### src/rtl/cpu_pkg.sv
// Shared CPU definitions: sequencer states, status-register bit positions and datapath defaults.
package cpu_pkg;

  localparam int unsigned DW_DEF = 16;
  localparam int unsigned AW_DEF = 3;

  localparam int unsigned SR_Z = 0;
  localparam int unsigned SR_N = 1;
  localparam int unsigned SR_C = 2;
  localparam int unsigned SR_T = 3;
  localparam int unsigned SR_V = 4;
  localparam int unsigned SR_S = 5;
  localparam int unsigned SR_I = 7;

  typedef enum logic [1:0] {
    IDLE  = 2'd0,
    MWAIT = 2'd1,
    WB_LO = 2'd2,
    WB_HI = 2'd3
  } state_t;

endpackage

### src/rtl/mult_lat_counter.sv
// Loadable down-counter with zero flag for timing fixed-latency multi-cycle units.
module mult_lat_counter #(
  parameter int unsigned W = 2
) (
  input  logic         clk,
  input  logic         rst_n,
  input  logic         load,
  input  logic [W-1:0] load_val,
  input  logic         dec,
  output logic [W-1:0] count,
  output logic         zero
);

  assign zero = (count == '0);

  // Saturates at zero so a stray decrement cannot wrap.
  always_ff @(posedge clk or negedge rst_n) begin
    if (!rst_n) begin
      count <= '0;
    end else if (load) begin
      count <= load_val;
    end else if (dec && !zero) begin
      count <= count - W'(1);
    end
  end

endmodule

### src/rtl/alu_mult_seq.sv
// Issue/writeback sequencer: single-cycle ALU commits, and MULT stall plus two-cycle product
// writeback (low half to rd, high half to rd+1).
module alu_mult_seq
  import cpu_pkg::*;
#(
  parameter int unsigned MULT_LAT = 3,
  parameter int unsigned DW       = DW_DEF,
  parameter int unsigned AW       = AW_DEF
) (
  input  logic          CLOCK,
  input  logic          RESET_N,
  input  logic          issue_valid,
  output logic          issue_ready,
  input  logic          issue_is_mult,
  input  logic [AW-1:0] issue_rd,
  input  logic          issue_wr,
  input  logic          issue_sr_wr,
  input  logic          flush,
  input  logic [DW-1:0] alu_res,
  input  logic [7:0]    alu_sr,
  input  logic [DW-1:0] prod_lo,
  input  logic [DW-1:0] prod_hi,
  output logic          mult_en,
  output logic          rf_we,
  output logic [AW-1:0] rf_waddr,
  output logic [DW-1:0] rf_wdata,
  output logic          sr_we,
  output logic [7:0]    sr_wdata,
  output logic          busy
);

  localparam int unsigned CW = (MULT_LAT > 1) ? $clog2(MULT_LAT) : 1;

  state_t        state;
  logic [AW-1:0] rd_q;
  logic          sr_wr_q;
  logic [7:0]    sr_q;
  logic [DW-1:0] hi_q;
  logic [CW-1:0] lat_cnt;
  logic          lat_zero;
  logic          accept;
  logic [7:0]    mult_sr;

  // Held low during reset so decode never sees a ready sequencer before release.
  assign issue_ready = RESET_N && ((state == IDLE) || (state == WB_HI));
  assign accept      = issue_valid && issue_ready && !flush;

  always_comb begin
    mult_sr       = sr_q;
    mult_sr[SR_Z] = (prod_lo == '0) && (prod_hi == '0);
    mult_sr[SR_N] = prod_hi[DW-1];
  end

  mult_lat_counter #(
    .W (CW)
  ) u_lat_cnt (
    .clk      (CLOCK),
    .rst_n    (RESET_N),
    .load     (accept && issue_is_mult),
    .load_val (CW'(MULT_LAT - 1)),
    .dec      (state == MWAIT),
    .count    (lat_cnt),
    .zero     (lat_zero)
  );

  always_ff @(posedge CLOCK or negedge RESET_N) begin
    if (!RESET_N) begin
      state    <= IDLE;
      rd_q     <= '0;
      sr_wr_q  <= 1'b0;
      sr_q     <= '0;
      hi_q     <= '0;
      mult_en  <= 1'b0;
      rf_we    <= 1'b0;
      rf_waddr <= '0;
      rf_wdata <= '0;
      sr_we    <= 1'b0;
      sr_wdata <= '0;
      busy     <= 1'b0;
    end else begin
      rf_we <= 1'b0;
      sr_we <= 1'b0;
      unique case (state)
        IDLE, WB_HI: begin
          if (accept && issue_is_mult) begin
            rd_q    <= issue_rd;
            sr_wr_q <= issue_sr_wr;
            sr_q    <= alu_sr;
            mult_en <= 1'b1;
            state   <= MWAIT;
            busy    <= 1'b1;
          end else begin
            if (accept) begin
              rf_we    <= issue_wr;
              rf_waddr <= issue_rd;
              rf_wdata <= alu_res;
              sr_we    <= issue_sr_wr;
              sr_wdata <= alu_sr;
            end
            state <= IDLE;
            busy  <= 1'b0;
          end
        end
        MWAIT: begin
          if (flush) begin
            mult_en <= 1'b0;
            state   <= IDLE;
            busy    <= 1'b0;
          end else if (lat_zero) begin
            // Product is valid now: commit the low half and flags, keep the high half.
            mult_en  <= 1'b0;
            hi_q     <= prod_hi;
            rf_we    <= 1'b1;
            rf_waddr <= rd_q;
            rf_wdata <= prod_lo;
            sr_we    <= sr_wr_q;
            sr_wdata <= mult_sr;
            state    <= WB_LO;
          end
        end
        WB_LO: begin
          rf_we    <= 1'b1;
          rf_waddr <= rd_q + AW'(1);
          rf_wdata <= hi_q;
          state    <= WB_HI;
        end
        default: state <= IDLE;
      endcase
    end
  end

endmodule

### config.mk
export PLATFORM = sky130hd
export DESIGN_NAME = alu_mult_seq
export DESIGN_NICKNAME = d
export VERILOG_FILES = /design/src/rtl/cpu_pkg.sv /design/src/rtl/mult_lat_counter.sv /design/src/rtl/alu_mult_seq.sv
export SDC_FILE = /design/constraint.sdc
export NUM_CORES = 1
export LEC_CHECK = 0
export ABC_AREA = 1
export BUFFER_PORTS_ARGS = -buffer_cell sky130_fd_sc_hd__buf_4
export CORE_ASPECT_RATIO = 1.25
export CORE_MARGIN = 2
export CORE_UTILIZATION = 51
export DETAILED_ROUTE_END_ITERATION = 8
export GPL_TIMING_DRIVEN = 0
export PLACE_DENSITY_LB_ADDON = 0.12
export REMOVE_ABC_BUFFERS = 1
export SYNTH_ARGS = -nofsm -noshare
export SYNTH_HDL_FRONTEND = slang
export SYNTH_SLANG_ARGS = --single-unit
export TNS_END_PERCENT = 100
### constraint.sdc
create_clock -name CLOCK -period 2.16 [get_ports CLOCK]
set_input_delay 0.432 -clock CLOCK [delete_from_list [all_inputs] [get_ports CLOCK]]
set_output_delay 0.432 -clock CLOCK [all_outputs]
set_load 0.01 [all_outputs]
Word-level counts from Yosys, hierarchy flattened
Index checks and enable logic that the tools add are counted.
{"block": "classes", "addsub": 2, "eq_ne": 10, "mux": 38, "bitwise": 1, "n_reduce_logical": 22}
{"cell": "$mux 16", "n": 4}
{"cell": "$pmux 16 s3", "n": 1}
{"cell": "$logic_not 16->1", "n": 2}
{"cell": "$mux 8", "n": 4}
{"cell": "$pmux 8 s2", "n": 1}
{"cell": "$mux 1", "n": 14}
{"cell": "$mux 3", "n": 4}
{"cell": "$ne 2x2->1 const B", "n": 5}
{"cell": "$pmux 3 s3", "n": 1}
{"cell": "$mux 2", "n": 4}
{"cell": "$logic_and 1x1->1", "n": 6}
{"cell": "$pmux 1 s2", "n": 3}
{"cell": "$pmux 2 s3", "n": 1}
{"cell": "$reduce_and 3->1", "n": 2}
{"cell": "$reduce_and 5->1", "n": 1}
{"cell": "$eq 2x2->1 const B", "n": 2}
{"cell": "$logic_not 2->1", "n": 2}
{"cell": "$reduce_and 2->1", "n": 2}
{"cell": "$reduce_and 4->1", "n": 1}
{"cell": "$reduce_bool 2->1", "n": 2}
{"cell": "$add 3x1->3 const B", "n": 1}
{"cell": "$ne 3x3->1 const B", "n": 1}
{"cell": "$pmux 1 s3", "n": 1}
{"cell": "$eq 2x1->1 const B", "n": 1}
{"cell": "6 further kinds", "n": 7}
{"block": "totals", "register_bits": 63, "inputBits": 66, "output_inout_bits": 32, "word_cells": 86}

Depth between registers and ports, before layout
{"block": "logic_depth", "ltp_word": 8, "mapped_depth": 11, "mapped_depth_nobuf": 10}

Modules after synthesis
From an unflattened synthesis, not the netlist that was laid out.
{"block": "unflattened", "cells_unflattened": 403, "hier_area_um2": 3118.0}
{"module": "alu_mult_seq", "instances": 1, "cells_per_inst": 384, "area_per_inst_um2": 2990.4, "seq_area_each_um2": 1476.4}
{"module": "mult_lat_counter", "instances": 1, "cells_per_inst": 19, "area_per_inst_um2": 127.6, "seq_area_each_um2": 50.0}

Worst setup path after synthesis
No wires, ideal clock.
{"block": "synth_timing", "path_kind": "register -> output", "startpoint": "register state[0]", "endpoint": "output port issue_ready", "t_arrival_ns": 1.208, "t_required_ns": 1.728, "slack_ns": 0.520, "stages_incl_launch_ff": 7, "path_buffers": 2, "cell_sequence": "dfrtp_1 -> inv_1 -> ha_1 -> buf_4 -> clkbuf_1 -> nand2_1 -> inv_1"}
{"block": "synth_between", "elab_chain_cells": 3, "elab_cells_between_ends": 4, "classes_between": "eq/ne: 1; reduce/logical: 3"}
{"element": "from (decl)", "line": "alu_mult_seq.sv:34", "source": "state_t state;"}
{"element": "from (signal assigned)", "line": "alu_mult_seq.sv:68", "source": "state <= IDLE;"}
{"element": "from (signal assigned)", "line": "alu_mult_seq.sv:90", "source": "state <= MWAIT;"}
{"element": "from (signal assigned)", "line": "alu_mult_seq.sv:100", "source": "state <= IDLE;"}
{"element": "$eq 2x2->1 / $logic_not 2->1 (equally long branches)", "line": "alu_mult_seq.sv:45", "source": "assign issue_ready = RESET_N && ((state == IDLE) || (state == WB_HI));"}
{"element": "$logic_or 1x1->1 *", "line": "alu_mult_seq.sv:45"}
{"element": "$logic_and 1x1->1 *", "line": "alu_mult_seq.sv:45"}
{"element": "to (decl)", "line": "alu_mult_seq.sv:13", "source": "output logic issue_ready,"}
Every way passes the cells marked *; elsewhere a longest branch is shown, timed or not.

Worst setup path in the final report
{"block": "layout_timing", "startpoint": "register state[0]", "endpoint": "register sr_wdata[0]"}
{"block": "layout_between", "elab_chain_cells": 8, "elab_cells_between_ends": 16, "classes_between": "eq/ne: 6; mux: 1; reduce/logical: 9"}
{"element": "$eq 2x2->1 / $logic_not 2->1 (equally long branches)", "line": "alu_mult_seq.sv:45, alu_mult_seq.sv:83"}
{"element": "$logic_or 1x1->1", "line": "alu_mult_seq.sv:45"}
{"element": "$logic_and 1x1->1", "line": "alu_mult_seq.sv:45"}
{"element": "$logic_and 1x1->1 (2 in series)", "line": "alu_mult_seq.sv:46", "source": "assign accept = issue_valid && issue_ready && !flush;"}
{"element": "$logic_and 1x1->1", "line": "alu_mult_seq.sv:85", "source": "if (accept && issue_is_mult) begin"}
{"element": "$ne 2x2->1 (no line)"}
{"element": "$reduce_and 5->1 (no line)"}
{"element": "to (signal assigned)", "line": "alu_mult_seq.sv:98", "source": "sr_wdata <= alu_sr;"}
{"element": "to (signal assigned)", "line": "alu_mult_seq.sv:117", "source": "sr_wdata <= mult_sr;"}
{"element": "to (decl)", "line": "alu_mult_seq.sv:28", "source": "output logic [7:0] sr_wdata,"}
Parallel ways exist; a longest one is shown, timed or not.
A chain may end at the register's enable or synchronous reset.

==> summary.md <==
| Metric | Value |
|---|---|
| Avg WL per Cell | `15.0 um` |
| Dpl hpwl | `5380 um` |
| Worst slack at placement | `-1.22 ns` |
| Final instance area | `4080 sq um` |
| Post-Syn Area | `3080 sq um` |
| DR iter-0 viols | `228` |
| Final std cells w/o fill | `557` |
| Port Buf Inserts | `97` |
| GRT Total Usage | `26.3%` |
| Clk buf depth | `2` |
| Critical Path RT | `2.43 ns` |
| Final Power | `3.47 mW` |
| Slew @ Worst Pin | `0.814 ns` |
| Register Area | `1530 sq um` |
| Final Max Tran Viols | `0` |
| N_diodes | `0` |
| Clock power frac | `26.8%` |
| Crit Path Class | `register to register` |
| Final WL | `8340 um` |
| RSZ-0062 raised after global routing | `no` |
| Layout cell share with drive strength beyond 1 | `28.7%` |
| Crit end category | `register` |
| Fin crit share | `93.4%` |
| I/O pin count | `98` |
| Hold Worst Slack | `0.177 ns` |
| Syn. warnings | `0` |
| Met2 WL | `4340 um` |
| Max IR drop VDD | `0.000514 V` |
| Drt first pass iters | `5` |
| Post-synth EDFFs | `0` |
| Worst-path cell chain | `inv_1 -> ha_4 -> nand4_4 -> nand2_4 -> nand2_2 -> nor2_8 -> nand2_4 -> inv_2 -> nand2_1 -> nand2_1` |
| Final worst slack | `0.143 ns` |
| Pwr Density | `850 nW/um^2` |
| Critical Path Max Stage Delay | `0.42 ns` |
| Initial Util | `52.9%` |
| Most frequent cell after synthesis | `nand2_1` |
| Pint | `2.41 mW` |
| DR top layer | `met4` |
| Nets | `557` |
| Hold Violations, Final | `0` |
| Routed vias/inst | `5.32` |
| Critical-path top delay cell | `ha_4` |
| Async set or reset register ratio after synthesis | `100%` |
| CTS buffer count | `9` |
| Detailed-route via count | `2962` |
| Area share of the largest cell type after synthesis | `49.6%` |
| Period minus WS final | `2.02 ns` |
| Initial antenna violation count | `0` |
| Largest area contributor in the netlist | `dfrtp_1` |
| Max-cap viol count | `0` |
| Synthesized area per cell | `7.90 sq um` |
| Post-synth top flop | `dfrtp_1` |
| Worst Skew | `0.00820 ns` |
| Die height | `90.9 um` |
| Sequential power share | `47.1%` |
| Top cells by area, synth | `dfrtp_1 (50%), nand2_1 (19%), o21ai_0 (5.5%)` |
| Largest net degree at the start of global routing | `64` |
| Post-route ant nets | `0` |
| Die Wd | `73.5 um` |
| Met1 wire length | `3390 um` |
| F_max | `0.496 GHz` |
| H-tree levels | `3` |
| NetSw | `1.06 mW` |
| Vias in the first global route | `2869` |
| Core area | `5820 sq um` |
| Clk sinks | `61` |
| Finish-stage setup viols | `0` |
| Grt total ovfl | `0` |
| GPL Wtd Cong | `0.801` |
| Worst hold path class | `input port to asynchronous set/reset pin` |
| Drt drc | `0` |
| Placed Area | `3810 sq um` |
| Cell Rows | `31` |
| # fillers | `505` |
| Switching share of power | `30.5%` |
| Area of the multi-input gates | `1410 sq um` |
| Dpl cells | `538` |
| LEAKAGE | `2.17 nW` |
| Die ar. | `6680 sq um` |
| Clock-pin slew on the worst setup and hold paths | `0.06 ns` |
| Distinct cells, synth | `29` |
| Comb power frac | `26.1%` |
| Critical path startpoint category | `register` |
| Slew headroom | `45.7%` |
| Seq cells post-synth | `61` |
| Cells after Synth | `390` |
| Outcome | `finished, final reports clean` |
| Commonest cells in the netlist | `nand2_1 (155), dfrtp_1 (61), o21ai_0 (34), inv_1 (31), nand3_1 (25)` |
| Max FO, Critical Path | `14` |
| CTS tree | `built` |
| CTS root buffer | `clkbuf_8` |
| CP arrival | `2.29 ns` |
| Clock Latency Late Sink | `0.34 ns` |
| Synth-to-layout area growth | `32.5%` |
| Met3 wire len | `472 um` |
| First-pass GRT wire length | `13400 um` |
| Seq/Total Area, Yosys | `49.6%` |
==> worst max-delay path: cells and delay by family, from the launching register on <==
family	cells	cell delay, ns
flip-flops	1	0.41
buffers and inverters	2	0.25
AND/OR/NAND/NOR	7	0.86
adder cells (fa/ha/maj)	1	0.42
==> placed cells by master (no fill, tap or decap), types with 2 or more instances in the layout <==
cell type / n
o211ai_1: 7
clkbuf_8: 12
nand2_4: 4
o21ai_1: 4
nand4_1: 2
nor2_4: 2
ha_4: 2
nand3_1: 24
clkbuf_1: 2
ha_1: 2
dfrtp_1: 61
a21oi_1: 6
o21ai_0: 34
buf_4: 100
nand2_1: 153
inv_1: 31
nand3_4: 2
nor2_1: 20
mux2_2: 6
inv_2: 6
==> per-stage QoR <==
stage | TNS (ns) | utilization [%]
floorplan | -3.75 | -
global placement | -32.03 | 65.5
detailed placement | -35.66 | 65.5
CTS | 0 | 69.8
global route | 0 | 70.2
finish | 0 | 70.2
==> what timing repair did <==
action	4_1_cts	5_1_grt
buffers inserted	3	0
gates resized for setup	8	3
pin swaps	3	1
gates cloned	1	0
hold buffers	0	0
setup endpoints to repair	61	20
==> state kept, by name (all words and copies together), names as in the netlist, 2 cells and up <==
| name | cells |
|---|---|
| hi_q | 16 |
| rf_wdata | 16 |
| sr_wdata | 8 |
| sr_q | 6 |
| rd_q | 3 |
| rf_waddr | 3 |
| state | 2 |
| u_lat_cnt.count | 2 |
==> path summary, 6_finish.rpt <==
check | slack [ns] | endpoint | cells past startpoint | start
max | 0.14 | sr_wdata[0]$_DFFE_PN0P_ | 10 | state[0]$_DFFE_PN0P_
min | 0.18 | mult_en$_DFFE_PN0P_ | 1 | RESET_N
max reg2reg | 0.14 | sr_wdata[0]$_DFFE_PN0P_ | 10 | state[0]$_DFFE_PN0P_
min reg2reg | 0.47 | rf_wdata[15]$_DFFE_PN0P_ | 2 | rf_wdata[15]$_DFFE_PN0P_
max in group asynchronous | 1.43 | sr_q[7]$_DFFE_PN0P_ | 1 | RESET_N
min in group CLOCK | 0.31 | rd_q[0]$_DFFE_PN0P_ | 3 | issue_rd[0]
==> power by group through the flow <==
stage          Sequential [mW]  Clock, mW  Combinational (mW)
3_5_place_dp              1.65          0               0.880
3_3_place_gp              1.64          0               0.855
5_1_grt                   1.67      0.973                1.01
6_report                  1.64      0.928               0.906
2_1_floorplan             1.68          0               0.391
4_1_cts                   1.63      0.934               0.902
==> layout make-up <==
class | instances | share of cell area [%]
flip-flops and latches | 61 | 37.4
multi-input cells | 278 | 34.4
repair buffers | 100 | 18.4
clock buffers | 14 | 4.23
inverters | 37 | 3.40
well taps | 66 | 2.02
clock inverters | 1 | 0.123
==> cell families after synthesis <==
group | count (synthesis) | share of synthesized area (%)
xor gates and xnor gates | 1 | 0.284
muxes | 7 | 2.56
buffers and inverters | 52 | 7.07
AOI/OAI and AO/OA | 55 | 9.87
adders and majority gates | 4 | 1.63
DFF | 61 | 49.6
and+or+nand+nor | 210 | 29.0
==> layer usage <==
layer | up-vias | global-route usage (%)
li1 | 1431 | -
met1 | 1404 | 32.5
met2 | 112 | 44.9
met3 | 15 | 4.58
met4 | 0 | 9.55
met5 | - | 0
Note: power is estimated with default switching activity, not from simulation.
